$ cat config.mk
export PLATFORM = sky130hd
export DESIGN_NAME = alu_seq
export DESIGN_NICKNAME = d
export VERILOG_FILES = /design/src/rtl/alu_pkg.sv /design/src/rtl/alu_shift_step.sv /design/src/rtl/alu_seq.sv
export SDC_FILE = /design/constraint.sdc
export NUM_CORES = 1
export LEC_CHECK = 0
export BUFFER_PORTS_ARGS = -buffer_cell sky130_fd_sc_hd__buf_4
export CELL_PAD_IN_SITES_DETAIL_PLACEMENT = 0
export CELL_PAD_IN_SITES_GLOBAL_PLACEMENT = 1
export CORE_MARGIN = 2
export CORE_UTILIZATION = 48
export DETAILED_ROUTE_END_ITERATION = 10
export PLACE_DENSITY = 0.95
export SYNTH_ARGS = -nofsm -noshare
export SYNTH_HDL_FRONTEND = slang
export SYNTH_SLANG_ARGS = --single-unit
$ cat constraint.sdc
create_clock -name clk -period 5.5 [get_ports clk]
set_clock_uncertainty 0.15 [all_clocks]
set_input_delay 1.1 -clock clk [delete_from_list [all_inputs] [get_ports clk]]
set_output_delay 1.1 -clock clk [all_outputs]
set_load 0.02 [all_outputs]
$ cat src/rtl/alu_pkg.sv
// Shared types for the sequential ALU: operation encodings ({funct7[5], funct3})
// and the two-state sequencer enum.
package alu_pkg;

    localparam int XLEN = 32;

    typedef enum logic [3:0] {
        OP_ADD  = 4'b0000,
        OP_SUB  = 4'b1000,
        OP_SLL  = 4'b0001,
        OP_SLT  = 4'b0010,
        OP_SLTU = 4'b0011,
        OP_XOR  = 4'b0100,
        OP_SRL  = 4'b0101,
        OP_SRA  = 4'b1101,
        OP_OR   = 4'b0110,
        OP_AND  = 4'b0111
    } aluOp_t;

    typedef enum logic {
        IDLE  = 1'b0,
        SHIFT = 1'b1
    } state_t;

    function automatic logic is_shift(aluOp_t op);
        return (op == OP_SLL) || (op == OP_SRL) || (op == OP_SRA);
    endfunction

endpackage

$ cat src/rtl/alu_shift_step.sv
// Combinational single-step shifter: moves value by 0..STEP bits left or right,
// with sign fill on arithmetic right shifts.
module alu_shift_step
    import alu_pkg::*;
#(
    parameter int WIDTH = 32,
    parameter int STEP  = 1,
    parameter int AW    = $clog2(STEP + 1)
) (
    input  logic [WIDTH-1:0] value,
    input  logic [AW-1:0]    amount,
    input  logic             left,
    input  logic             arith,
    output logic [WIDTH-1:0] shifted
);

    always_comb begin
        if (left) begin
            shifted = value << amount;
        end else if (arith) begin
            shifted = WIDTH'($signed(value) >>> amount);
        end else begin
            shifted = value >> amount;
        end
    end

endmodule

$ cat src/rtl/alu_seq.sv
// Sequential ALU: single-cycle logic/arith/compare, iterative shifts SHIFT_STEP bits
// per cycle, start/busy/done handshake. Define ALU_FLAGS_EN for aluZero/aluNeg outputs.
module alu_seq
    import alu_pkg::*;
#(
    parameter int XLEN       = alu_pkg::XLEN,
    parameter int SHIFT_STEP = 1
) (
    input  logic            clk,
    input  logic            rst,
    input  logic            start,
    input  logic [XLEN-1:0] aluA,
    input  logic [XLEN-1:0] aluB,
    input  logic [3:0]      aluOp,
    output logic            busy,
    output logic            done,
    output logic [XLEN-1:0] aluRes
`ifdef ALU_FLAGS_EN
    ,
    output logic            aluZero,
    output logic            aluNeg
`endif
);

    localparam int AW = $clog2(SHIFT_STEP + 1);

    state_t          state;
    logic [4:0]      cnt;
    logic [XLEN-1:0] work;
    logic            shift_left;
    logic            shift_arith;

    aluOp_t          op;
    logic [4:0]      shamt;
    logic            accept;
    logic            go_shift;
    logic            finish;
    logic [AW-1:0]   step_amt;
    logic [XLEN-1:0] step_out;
    logic [XLEN-1:0] res_next;

    function automatic logic [XLEN-1:0] alu_single(aluOp_t f_op, logic [XLEN-1:0] a,
                                                   logic [XLEN-1:0] b);
        logic [XLEN-1:0] r;
        r = '0;
        case (f_op)
            OP_ADD:  r = a + b;
            OP_SUB:  r = a - b;
            OP_SLT:  r = {{(XLEN-1){1'b0}}, ($signed(a) < $signed(b))};
            OP_SLTU: r = {{(XLEN-1){1'b0}}, (a < b)};
            OP_XOR:  r = a ^ b;
            OP_OR:   r = a | b;
            OP_AND:  r = a & b;
            // Only reached with shamt == 0, which is a pass-through.
            OP_SLL, OP_SRL, OP_SRA: r = a;
            default: r = '0;
        endcase
        return r;
    endfunction

    always_comb begin
        op       = aluOp_t'(aluOp);
        shamt    = aluB[4:0];
        accept   = (state == IDLE) && start;
        go_shift = is_shift(op) && (shamt != 5'd0);
        step_amt = (cnt > 5'(SHIFT_STEP)) ? AW'(SHIFT_STEP) : AW'(cnt);
        finish   = (accept && !go_shift) || ((state == SHIFT) && (cnt <= 5'(SHIFT_STEP)));
        res_next = (state == SHIFT) ? step_out : alu_single(op, aluA, aluB);
    end

    alu_shift_step #(
        .WIDTH (XLEN),
        .STEP  (SHIFT_STEP)
    ) u_shift_step (
        .value   (work),
        .amount  (step_amt),
        .left    (shift_left),
        .arith   (shift_arith),
        .shifted (step_out)
    );

    always_ff @(posedge clk) begin
        if (rst) begin
            state  <= IDLE;
            busy   <= 1'b0;
            done   <= 1'b0;
            aluRes <= '0;
            cnt    <= 5'd0;
        end else begin
            done <= finish;
            if (finish) begin
                aluRes <= res_next;
            end
            if (state == IDLE) begin
                if (accept && go_shift) begin
                    state <= SHIFT;
                    busy  <= 1'b1;
                    cnt   <= shamt;
                end
            end else begin
                cnt <= cnt - 5'(step_amt);
                if (finish) begin
                    state <= IDLE;
                    busy  <= 1'b0;
                end
            end
        end
    end

    // Shift datapath: loaded at accept, stepped every SHIFT cycle; no reset needed.
    always_ff @(posedge clk) begin
        if (accept && go_shift) begin
            work        <= aluA;
            shift_left  <= (op == OP_SLL);
            shift_arith <= (op == OP_SRA);
        end else if (state == SHIFT) begin
            work <= step_out;
        end
    end

`ifdef ALU_FLAGS_EN
    always_ff @(posedge clk) begin
        if (rst) begin
            aluZero <= 1'b1;
            aluNeg  <= 1'b0;
        end else if (finish) begin
            aluZero <= (res_next == '0);
            aluNeg  <= res_next[XLEN-1];
        end
    end
`endif

endmodule

# --- Word-level counts from Yosys, hierarchy flattened ---
# Index checks and enable logic that the tools add are counted.
totals:
  ramBits: 0
  in_bits: 71
  wordCells: 61
  output_inout_bits: 34
  rom_bits: 0
  latchBits: 0
  memories: 0
  reg_bits: 74
op_classes:
  muxes: 15
  eq_ne: 10
  bitwise: 4
  shift: 3
  n_addsub: 3
  n_div: 0
  mul: 0
  order_cmp: 4
  n_reduce_logical: 14
op_table:
  columns: ["operator", "count"]
  rows:
  - ["one-hot mux 32 bit (8 select lines)", 1]
  - ["2-to-1 mux 32 bit", 5]
  - ["< comparator 32 bit", 2]
  - ["adder 32 bit", 1]
  - ["AND 32 bit", 1]
  - ["OR 32 bit", 1]
  - ["<< shifter 32 x 1 -> 32 bit", 1]
  - [">> shifter 32 x 1 -> 32 bit", 1]
  - [">>> shifter 32 x 1 -> 32 bit", 1]
  - ["subtractor 32 bit", 1]
  - ["bitwise XOR 32 bit", 1]
  - ["equality test 4 x 3 -> 1 bit (second input constant)", 4]
  - ["2-to-1 mux 5 bit", 2]
  - ["equality test 4 x 2 -> 1 bit (second input constant)", 2]
  - ["equality test 4 bit (second input constant)", 2]
  - ["2-to-1 mux 1 bit", 7]
  - ["greater-than comparator 5 x 1 -> 1 bit (second input constant)", 1]
  - ["<= comparator 5 x 1 -> 1 bit (second input constant)", 1]
  - ["logical AND 1 bit", 5]
  - ["nonzero test 5 bit", 1]
  - ["subtractor 5 x 1 -> 5 bit", 1]
  - ["equality test 4 x 1 -> 1 bit (second input constant)", 1]
  - ["logical NOT 4 bit", 1]
  - ["logical OR 1 bit", 3]
  - ["6 further kinds", 6]

# --- Logic depth before layout (Yosys ltp) ---
# Gate-level depths: netlist of run 1.
depth:
  word_depth: 9
  ltp_mapped: 13
  depth_no_buf: 13

# --- Hierarchy ---
# From an unflattened synthesis of run 1, not the netlist that was laid out.
hier_totals:
  cells_unflattened: 1273
  hier_area_um2: 9419.0
by_module_without_submodules:
  columns: ["module", "instances", "seq_area_each_um2", "cells_each", "area_per_inst_um2"]
  rows:
  - ["alu_seq", 1, 1821.7, 1166, 8717.1]
  - ["alu_shift_step", 1, 0.0, 107, 701.9]

# --- Worst setup path after synthesis of run 1 ---
# OpenSTA, ideal clock, no wires.
synth_timing:
  path_kind: "input port to flip-flop"
  from: "in aluA[0]"
  to: "reg aluRes[30]"
  setup_ns: 0.134
  path_slack_ns: 1.884
  path_stages: 13
  arrival_ns: 3.332
  path_cell_list: "inv_1 > ha_1 > inv_1 > fa_1 > nor2b_1 > o21ai_0 > nand4_1 > a21oi_1 > a22oi_1 > a221oi_2 > nor2_1 > o41ai_1 > a31oi_1"
synth_between:
  elab_chain_cells: 3
  word_cells_on_any_way: 4
synth_lines:
  columns: ["element", "line", "source"]
  rows:
  - ["start, declared", "alu_seq.sv:12", "input logic [XLEN-1:0] aluA,"]
  - ["subtractor 32 bit / adder 32 bit (equally long branches)", "alu_seq.sv:48, alu_seq.sv:47", null]
  - ["one-hot mux 32 bit (8 select lines) (*)", "alu_seq.sv:46", "case (f_op)"]
  - ["2-to-1 mux 32 bit (*)", "alu_seq.sv:68", "res_next = (state == SHIFT) ? step_out : alu_single(op, aluA, aluB);"]
  - ["end signal, assigned", "alu_seq.sv:92", "aluRes <= res_next;"]
  - ["end, declared", "alu_seq.sv:17", "output logic [XLEN-1:0] aluRes"]
# Mark *: on every way between the ends. The rest lies on a longest branch, timed or not.
# A chain may end at the register's enable or synchronous reset.

# --- Final worst setup path of run 1 ---
layout_timing:
  from: "in aluA[12]"
  to: "reg aluRes[23]"
# The elaborated chain is that of the path after synthesis.

==> results.sh, run 1 <==
export IMPL_firstDrtPassIters=6
export IMPL_status="finished, final reports clean"
export IMPL_ys_warn_count=0
export IMPL_yosys_area_top_type_share_pct=14.3
export IMPL_cp_arrival_ps=4340
export IMPL_dieArea_mm2=0.0201
export IMPL_finalHoldViolations=0
export IMPL_grt_pass1_vias=9155
export IMPL_ys_async_sr_fraction_pct=0
export IMPL_drt_total_wl_um=33500
export IMPL_clkPwrFrac_pct=27.6
export IMPL_critPathSlowestCell="a211oi_1"
export IMPL_hp_class="reg -> reg"
export IMPL_cts_tree="done"
export IMPL_grt_pass1_wl_um=51500
export IMPL_fp_dieH_um=142
export IMPL_fmax_ghz=0.233
export IMPL_seq_power_share_pct=31.2
export IMPL_synth_top_cell_by_area="ha_1"
export IMPL_netlist_area_mm2=0.00910
export IMPL_internal_power_w=0.00127
export IMPL_drv_slew=0
export IMPL_cts_post_setup_buffers_inserted=0
export IMPL_worstMarginPinSlew_ps=1030
export IMPL_place_congestion=0.986
export IMPL_ios=105
export IMPL_critPathKind="in -> reg"
export IMPL_dp_final_hpwl_um=25100
export IMPL_period_share_pct=78.0
export IMPL_coreArea_mm2=0.0186
export IMPL_antenna_found_initial=0
export IMPL_cts_resized=0
export IMPL_drive_gt1_share_pct=13.0
export IMPL_clk_pin_slew_ps=60
export IMPL_rows=50
export IMPL_stdcell_count=1530
export IMPL_seq_area_frac_synth_pct=20.0
export IMPL_viasPerCell=6.57
export IMPL_yosys_cell_types_count=81
export IMPL_synth_area_per_cell_um2=7.33
export IMPL_max_stage_delay_ps=570
export IMPL_ys_flop_type="dfxtp_1"
export IMPL_cp_end_kind="register"
export IMPL_combPwrFrac_pct=41.2
export IMPL_setup_tns_ps=0
export IMPL_p_per_area_mw_per_mm2=202
export IMPL_initial_utilization_pct=48.8
export IMPL_root_buffer="clkbuf_16"
export IMPL_overflow=0
export IMPL_fin_nets=1469
export IMPL_syn_to_final_growth_pct=13.4
export IMPL_rsz0062_at_grt="no"
export IMPL_cts_hold_buf=0
export IMPL_synthTopCellsByArea="ha_1 14%, edfxtp_1 11%, dfxtp_1 8.8%"
export IMPL_clk_path_buf_depth=2
export IMPL_synthCells=1241
export IMPL_clock_sinks=74
export IMPL_p_sw_w=0.000809
export IMPL_ant_nets=0
export IMPL_max_cap_violations=0
export IMPL_synthTopCellsByCount="129 x a21oi_1, 126 x o21ai_0, 110 x nand2_1, 104 x ha_1, 102 x inv_1"
export IMPL_synth_enable_flop_cells=34
export IMPL_numCtsBuffers=9
export IMPL_crit_chain="buf_4 > inv_1 > ha_1 > nand4_1 > or2_2 > a211oi_1 > nor2_1 > a211oi_1 > or2_2 > o22ai_1 > nor3_1 > o32ai_1"
export IMPL_drc=0
export IMPL_place_port_buffers=104
export IMPL_p_sw_share_pct=38.8
export IMPL_drt_initial_drc_count=1154
export IMPL_grt_total_usage_pct=32.8
export IMPL_nFillCells=1853
export IMPL_synth_most_common_cell="a21oi_1"
export IMPL_dp_cells=1515
export IMPL_num_vias=10100
export IMPL_wl_per_cell_um=21.9
export IMPL_crit_path_start_kind="primary input"
export IMPL_critPathMaxFanout=13
export IMPL_h_tree_depth=3
export IMPL_grt_max_degree=45
export IMPL_n_antenna_cell=0
export IMPL_syn_nets=1418
export IMPL_setup_viol=0
export IMPL_irDropWorstVdd_mv=0.148
export IMPL_slew_headroom_pct=30.3
export IMPL_leakage_nw=4.56
export IMPL_die_width_um=142
export IMPL_period_minus_slack_ps=4290
export IMPL_ys_ff_latch=74
export IMPL_crit_required_ps=5550
export IMPL_clk_latency_ps=340
[placed cells by master, fill, tap and decap left out, drive strengths merged, types with 11 or more instances in the layout]
cell,Yosys,final
a21oi,129,129
buf,22,128
o21ai,127,127
nand2,110,110
ha,104,104
inv,103,103
nor2,95,95
dfxtp,40,40
mux2i,38,38
edfxtp,34,34
nor3,34,34
a221oi,23,23
a22oi,21,21
nand3,20,20
a31oi,17,17
a211oi,16,16
o22ai,16,16
o31ai,14,14
o211ai,14,14
nor2b,12,12
o21bai,12,12
o21a,11,11
nor4,11,11
[critical path: cells and delay by family]
kind / cells / cell delay [ps]
adders and majority gates: 1 / 540
AOI/OAI and AO/OA: 4 / 1160
buffers and inverters: 2 / 180
and+or+nand+nor: 5 / 1350
[kinds of logic after synthesis]
| logic type | Yosys count | share of synthesized area [%] |
|---|---|---|
| AOI/OAI and AO/OA | 485 | 34.7 |
| xor gates and xnor gates | 11 | 1.06 |
| adders and majority gates | 106 | 14.7 |
| buffers and inverters | 192 | 8.05 |
| DFF | 74 | 20.0 |
| muxes | 42 | 4.67 |
| and+or+nand+nor | 331 | 16.8 |
[path summary, 6_finish.rpt]
path | start | endpoint | slack, ps | cells past startpoint
worst min-delay path | busy | busy | 320 | 2
worst max-delay path | aluA[12] | aluRes[23] | 1210 | 12
worst max register to register | cnt[4] | aluRes[27] | 1880 | 9
worst min register to register | busy | busy | 320 | 2
[registers in the layout (all words and copies together) (netlist names)]
register and count:
shift_arith 1, aluRes 32, busy 1, done 1
state 1, shift_left 1, work 32, cnt 5
[stage by stage]
stage	instance area [µm²]	total power, W	hold slack (ps)	setup slack [ps]	util (%)
floorplan	9100	0.00121	336	1880	-
global placement	10000	0.00149	313	948	53.8
detailed placement	10000	0.00149	321	1040	53.8
CTS	10300	0.00206	329	1380	55.4
global route	10300	0.00218	365	1030	55.4
finish	10300	0.00208	324	1210	55.4
[cell type report]
type | instances | area, µm² | share of cell area, %
multi-input cells | 975 | 6570 | 63.7
clock buffers | 9 | 225 | 2.18
well taps | 234 | 293 | 2.84
repair buffers | 128 | 961 | 9.31
inverters | 104 | 390 | 3.78
clock inverters | 6 | 58.8 | 0.570
flip-flops and latches | 74 | 1820 | 17.7
[layer usage]
layer	GRT usage (%)	part of all wire (%)
met5	0	0
met4	8.47	2.1
met3	5.57	12
met2	49.3	42
met1	48.5	43
[power by group through the flow]
stage | Clock (W) | Combinational, W | Sequential [W]
5_1_grt | 0.000597 | 0.000934 | 0.000653
4_1_cts | 0.000577 | 0.000835 | 0.000650
2_1_floorplan | 0 | 0.000533 | 0.000675
3_3_place_gp | 0 | 0.000825 | 0.000660
3_5_place_dp | 0 | 0.000830 | 0.000661
6_report | 0.000574 | 0.000859 | 0.000651
Note: power is estimated with default switching activity, not from simulation.
==> run 2: changes to the inputs <==
Settings changed: CORE_UTILIZATION 48 to 44, PLACE_DENSITY 0.95 to 0.89.
Clock period 5.5 ns to 4.3 ns, I/O delays scaled along.
==> run 2 against run 1 <==
Effect of this change: wire length rose by 3.3%; largest power group unchanged; critical path depth up 2; critical path type unchanged; final cell count rose by 3.9%.
==> results.sh, run 2 (synthesis results as in run 1) <==
export IMPL_numCtsBuffers=9
export IMPL_nFillCells=2013
export IMPL_grt_pass1_vias=9598
export IMPL_stdcell_count=1590
export IMPL_crit_family="compound AO/OA/AOI/OAI gates"
export IMPL_crit_required_ps=4380
export IMPL_min_from="busy"
export IMPL_num_vias=10100
export IMPL_ant_nets=0
export IMPL_rows=52
export IMPL_place_port_buffers=104
export IMPL_drv_slew=0
export IMPL_clkPwrFrac_pct=30.5
export IMPL_cts_post_setup_buffers_inserted=0
export IMPL_root_buffer="clkbuf_16"
export IMPL_p_sw_share_pct=39.0
export IMPL_critPathKind="in -> reg"
export IMPL_period_minus_slack_ps=3840
export IMPL_top_regs="aluRes (32), work (32), cnt (5)"
export IMPL_cts_tree="done"
export IMPL_p_per_area_mw_per_mm2=266
export IMPL_multi_input_area_mm2=0.00657
export IMPL_period_share_pct=89.3
export IMPL_viasPerCell=6.36
export IMPL_seq_area_mm2=0.00182
export IMPL_clk_latency_ps=350
export IMPL_irDropWorstVdd_mv=0.209
export IMPL_setup_viol=0
export IMPL_coreArea_mm2=0.0203
export IMPL_crit_path_start_kind="primary input"
export IMPL_syn_to_final_growth_pct=16.3
export IMPL_internal_power_w=0.00172
export IMPL_finalPower_w=0.00282
export IMPL_antenna_found_initial=0
export IMPL_whs_path_depth=2
export IMPL_p_sw_w=0.00110
export IMPL_grt_total_usage_pct=31.3
export IMPL_wl_per_cell_um=21.8
export IMPL_worst_slack_ps=462
export IMPL_setup_tns_ps=0
export IMPL_dp_final_hpwl_um=26300
export IMPL_seq_power_share_pct=29.5
export IMPL_crit_top_cell="inv_1"
export IMPL_fmax_ghz=0.261
export IMPL_worst_hold_slack_ps=325
export IMPL_drc=0
export IMPL_critPathMaxFanout=4
export IMPL_worstMarginPinSlew_ps=897
export IMPL_grt_pass1_wl_um=53800
export IMPL_leakage_nw=4.69
export IMPL_r2r_end="aluRes[29]"
export IMPL_status="finished, final reports clean"
export IMPL_n_antenna_cell=0
export IMPL_holdPathEnd="busy"
export IMPL_die_width_um=148
export IMPL_cp_end_kind="register"
export IMPL_initial_utilization_pct=44.8
export IMPL_mostFrequentLayoutCells="151 x buf_4, 129 x a21oi_1, 126 x o21ai_0"
export IMPL_max_cap_violations=0
export IMPL_max_stage_delay_ps=440
export IMPL_place_congestion=0.971
export IMPL_cp_arrival_ps=3910
export IMPL_fin_nets=1492
export IMPL_overflow=0
export IMPL_critPathSlowestCell="a221oi_2"
export IMPL_final_common_cell="buf_4"
export IMPL_r2r_cells=10
export IMPL_dieArea_mm2=0.0219
export IMPL_drive_gt1_share_pct=14.6
export IMPL_cp_num_buf_inv=3
export IMPL_rrSetupSlack_ps=850
export IMPL_grt_max_degree=63
export IMPL_drt_total_wl_um=34600
export IMPL_cts_hold_buf=0
export IMPL_dp_cells=1574
export IMPL_slew_headroom_pct=40.1
export IMPL_cts_resized=0
export IMPL_drt_initial_drc_count=1251
export IMPL_fp_dieH_um=148
export IMPL_worstReg2RegStart="cnt[1]"
export IMPL_firstDrtPassIters=6
export IMPL_combPwrFrac_pct=40.0
export IMPL_ios=105
export IMPL_post_place_ws_ps=200
export IMPL_clk_pin_slew_ps=70
export IMPL_hp_class="reg -> reg"
export IMPL_clock_sinks=74
export IMPL_finalHoldViolations=0
export IMPL_crit_chain="buf_4 > inv_1 > ha_1 > inv_1 > fa_1 > nor2b_1 > o21ai_0 > nand4_1 > a21oi_1 > a22oi_1 > a221oi_2 > nor2_1 > o41ai_1 > a31oi_1"
export IMPL_rsz0062_at_grt="no"
export IMPL_h_tree_depth=3
export IMPL_clk_path_buf_depth=2
run 2: layout make-up:
cell class                 count  share of cell area (%)
clock inverter                 7                   0.969
sequential                    74                    17.2
timing repair buffer         151                    10.7
tap                          270                    3.19
clock buffer                   9                    2.13
multi-input combinational    975                    62.1
inverter                     104                    3.69
run 2: tightest hold or removal path: cells and delay by family (launching register included):
| family | cells | cell delay (ps) |
|---|---|---|
| compound gates | 2 | 120 |
| flops | 1 | 310 |
run 2: power by group through the flow:
stage | combinational [W] | clock (W) | sequential [W]
6_report | 0.00113 | 0.000861 | 0.000831
4_1_cts | 0.00110 | 0.000858 | 0.000830
3_5_place_dp | 0.00109 | 0 | 0.000846
2_1_floorplan | 0.000681 | 0 | 0.000864
5_1_grt | 0.00122 | 0.000883 | 0.000835
3_3_place_gp | 0.00108 | 0 | 0.000845
run 2: layer usage:
| layer | track usage, % | share of wire (%) | vias up |
|---|---|---|---|
| li1 | - | - | 4722 |
| met1 | 45.8 | 45 | 4754 |
| met2 | 45.2 | 41 | 553 |
| met3 | 5.43 | 11 | 85 |
| met4 | 13.1 | 3.6 | 0 |
| met5 | 0 | 0 | - |
run 2: through the flow:
step                      util (%)  area, µm²
after floorplan                  -       9100
after global placement        50.5      10300
after detailed placement      50.5      10300
after CTS                     52.1      10600
after global routing          52.1      10600
final                         52.1      10600
run 2: worst max-delay path by stage:
stage,from,endpoint,slack [ps],cells after the start
4_1_cts,aluA[0],aluRes[30],540,14
3_5_place_dp,aluA[0],aluRes[30],200,14
2_1_floorplan,aluA[0],aluRes[30],920,13
6_report,aluA[0],aluRes[30],460,14
5_1_grt,aluA[0],aluRes[30],200,14
3_3_place_gp,aluA[12],aluRes[29],260,12
==> run 3: changes to the inputs <==
Settings changed: ABC_AREA from default to 1, CORE_UTILIZATION 44 to 42, PLACE_DENSITY 0.89 to 0.9.
==> run 3 against run 2 <==
Effect of this change: area after synthesis increased by 14%; first-iteration DRC count grew 0.16%; cell area grew 10%; core utilization shrank 4.1 points; die area rose by 19%; final cell count grew 39%; power up 2.2%; combinational power is 14% higher; count of clock-buffer cells in the layout is 1 higher; sequential power grew 1%; clock power fell by 13%; flip-flop and latch count did not move; critical endpoint is now work[14].
==> results.sh, run 3 <==
export IMPL_synth_compound_area_share_pct=17.9
export IMPL_die_width_um=161
export IMPL_syn_to_final_growth_pct=12.5
export IMPL_worstMarginPinSlew_ps=1020
export IMPL_p_sw_w=0.00124
export IMPL_max_cap_violations=0
export IMPL_grt_total_usage_pct=30.4
export IMPL_nFillCells=2702
export IMPL_cp_endpoint="work[14]"
export IMPL_rsz0062_at_grt="no"
export IMPL_synthTopCellsByArea="nand2_1 21%, ha_1 13%, inv_1 12%"
export IMPL_cts_hold_buf=0
export IMPL_drive_gt1_share_pct=9.09
export IMPL_period_share_pct=76.4
export IMPL_synth_top_family_by_area="simple AND/OR/NAND/NOR gates"
export IMPL_viasPerCell=5.44
export IMPL_p_per_area_mw_per_mm2=248
export IMPL_cts_resized=0
export IMPL_syn_nets=1993
export IMPL_ys_warn_count=0
export IMPL_critPathMaxFanout=28
export IMPL_ios=105
export IMPL_yosys_area_share_simple_pct=35.5
export IMPL_clk_latency_ps=340
export IMPL_internal_power_w=0.00164
export IMPL_netlist_area_mm2=0.0103
export IMPL_rows=57
export IMPL_drv_slew=0
export IMPL_period_minus_slack_ps=3280
export IMPL_whs_path_depth=2
export IMPL_irDropWorstVdd_mv=0.186
export IMPL_top_regs="aluRes (32), work (32), cnt (5)"
export IMPL_clkPwrFrac_pct=26.0
export IMPL_clk_path_buf_depth=2
export IMPL_yosys_cell_types_count=41
export IMPL_yosys_area_top_type_share_pct=21.1
export IMPL_seq_power_share_pct=29.1
export IMPL_overflow=0
export IMPL_grt_max_degree=47
export IMPL_seq_area_frac_synth_pct=17.6
export IMPL_ys_flop_type="dfxtp_1"
export IMPL_initial_utilization_pct=42.7
export IMPL_wl_per_cell_um=18.2
export IMPL_worstReg2RegStart="state"
export IMPL_cp_end_kind="register"
export IMPL_synthXorXnorAreaFrac_pct=0.339
export IMPL_setup_tns_ps=0
export IMPL_mostFrequentLayoutCells="582 x nand2_1, 325 x inv_1, 150 x nand3_1"
export IMPL_n_antenna_cell=0
export IMPL_grt_pass1_vias=11000
export IMPL_final_common_cell="nand2_1"
export IMPL_cts_post_setup_buffers_inserted=0
export IMPL_num_vias=12000
export IMPL_place_port_buffers=104
export IMPL_cp_arrival_ps=3180
export IMPL_ys_async_sr_fraction_pct=0
export IMPL_rrSetupSlack_ps=1450
export IMPL_dp_final_hpwl_um=32600
export IMPL_ys_ff_latch=74
export IMPL_slew_headroom_pct=31.8
export IMPL_finalPower_w=0.00288
export IMPL_r2r_end="aluRes[23]"
export IMPL_grt_pass1_wl_um=61300
export IMPL_setup_viol=0
export IMPL_synth_area_per_cell_um2=5.70
export IMPL_fp_dieH_um=161
export IMPL_dieArea_mm2=0.0259
export IMPL_finalHoldViolations=0
export IMPL_drc=0
export IMPL_cts_tree="done"
export IMPL_h_tree_depth=3
export IMPL_numCtsBuffers=9
export IMPL_fmax_ghz=0.305
export IMPL_clk_pin_slew_ps=70
export IMPL_drt_total_wl_um=40100
export IMPL_synthTopCellsByCount="582 x nand2_1, 325 x inv_1, 151 x nand3_1, 117 x nor2_1, 116 x o21ai_0"
export IMPL_synthCells=1816
export IMPL_status="finished, final reports clean"
export IMPL_r2r_cells=6
export IMPL_antenna_found_initial=2
export IMPL_drt_initial_drc_count=1253
export IMPL_leakage_nw=6.27
export IMPL_combPwrFrac_pct=44.9
export IMPL_ant_nets=0
export IMPL_critPathKind="in -> reg"
export IMPL_place_congestion=1.04
export IMPL_startpoint="aluOp[1]"
export IMPL_synthAdderAreaFrac_pct=13.0
export IMPL_root_buffer="clkbuf_16"
export IMPL_synth_most_common_cell="nand2_1"
export IMPL_hp_class="reg -> reg"
export IMPL_p_sw_share_pct=43.2
export IMPL_firstDrtPassIters=7
export IMPL_fin_nets=2054
export IMPL_crit_required_ps=4190
export IMPL_synth_top_cell_by_area="nand2_1"
export IMPL_synth_area_mux_share_pct=0
export IMPL_coreArea_mm2=0.0242
export IMPL_clock_sinks=74
export IMPL_crit_path_start_kind="primary input"
export IMPL_synth_enable_flop_cells=34
run 3: cell count changes after synthesis, moves of 29 or more:
cell	previous run	this run
a21oi_1	129	100
buf_2	9	45
clkbuf_1	65	18
inv_1	102	325
mux2i_1	38	0
nand2_1	110	582
nand3_1	20	151
run 3: cell type report:
class	count	area [µm²]	share of cell area [%]
clock inverters	6	45.0	0.387
repair buffers	122	928	7.98
well taps	324	405	3.48
multi-input cells	1331	6910	59.4
clock buffers	10	250	2.15
inverters	339	1270	11.0
flip-flops and latches	74	1820	15.7
run 3: cells by family after synthesis:
kind of cell | after synthesis
adders and majority gates | 106
and+or+nand+nor | 897
DFF | 74
xor gates and xnor gates | 4
AOI/OAI and AO/OA | 324
buffers and inverters | 411
run 3: layer usage:
layer | vias to the layer above | GRT usage, % | share of wire (%)
met4 | 2 | 7.59 | 1.8
met1 | 5499 | 45.4 | 46
met2 | 535 | 45.5 | 42
met5 | - | 0 | 0.022
met3 | 47 | 4.60 | 10
li1 | 5909 | - | -
run 3: worst max-delay path, cell delays in order:
cell	delay, ps
buf_4	140
nor2_2	140
nand2_2	190
inv_4	400
nand3_2	450
buf_4	390
o21ai_0	590
run 3: power groups by stage:
stage / Combinational, W / Sequential [W] / Clock, W
global placement: 0.00125 / 0.000852 / 0
floorplan: 0.000786 / 0.000882 / 0
CTS: 0.00126 / 0.000838 / 0.000748
global route: 0.00143 / 0.000844 / 0.000776
finish: 0.00129 / 0.000839 / 0.000748
detailed placement: 0.00125 / 0.000853 / 0
run 3: worst min path at each step:
stage | start | end | slack (ps)
2_1_floorplan | cnt[1] | cnt[1] | 310
3_3_place_gp | busy | busy | 310
3_5_place_dp | busy | busy | 300
4_1_cts | busy | busy | 310
5_1_grt | busy | busy | 340
6_report | busy | busy | 310
run 3: through the flow:
step	instances	hold slack (ps)	worst slack, ps	cell area, µm²	util [%]
6_report	2206	315	1020	11600	48.0
4_1_cts	2206	314	1170	11600	48.0
2_1_floorplan	1816	309	1480	10300	-
5_1_grt	2206	343	976	11600	48.0
3_3_place_gp	2190	306	704	11300	46.8
3_5_place_dp	2190	304	821	11300	46.8
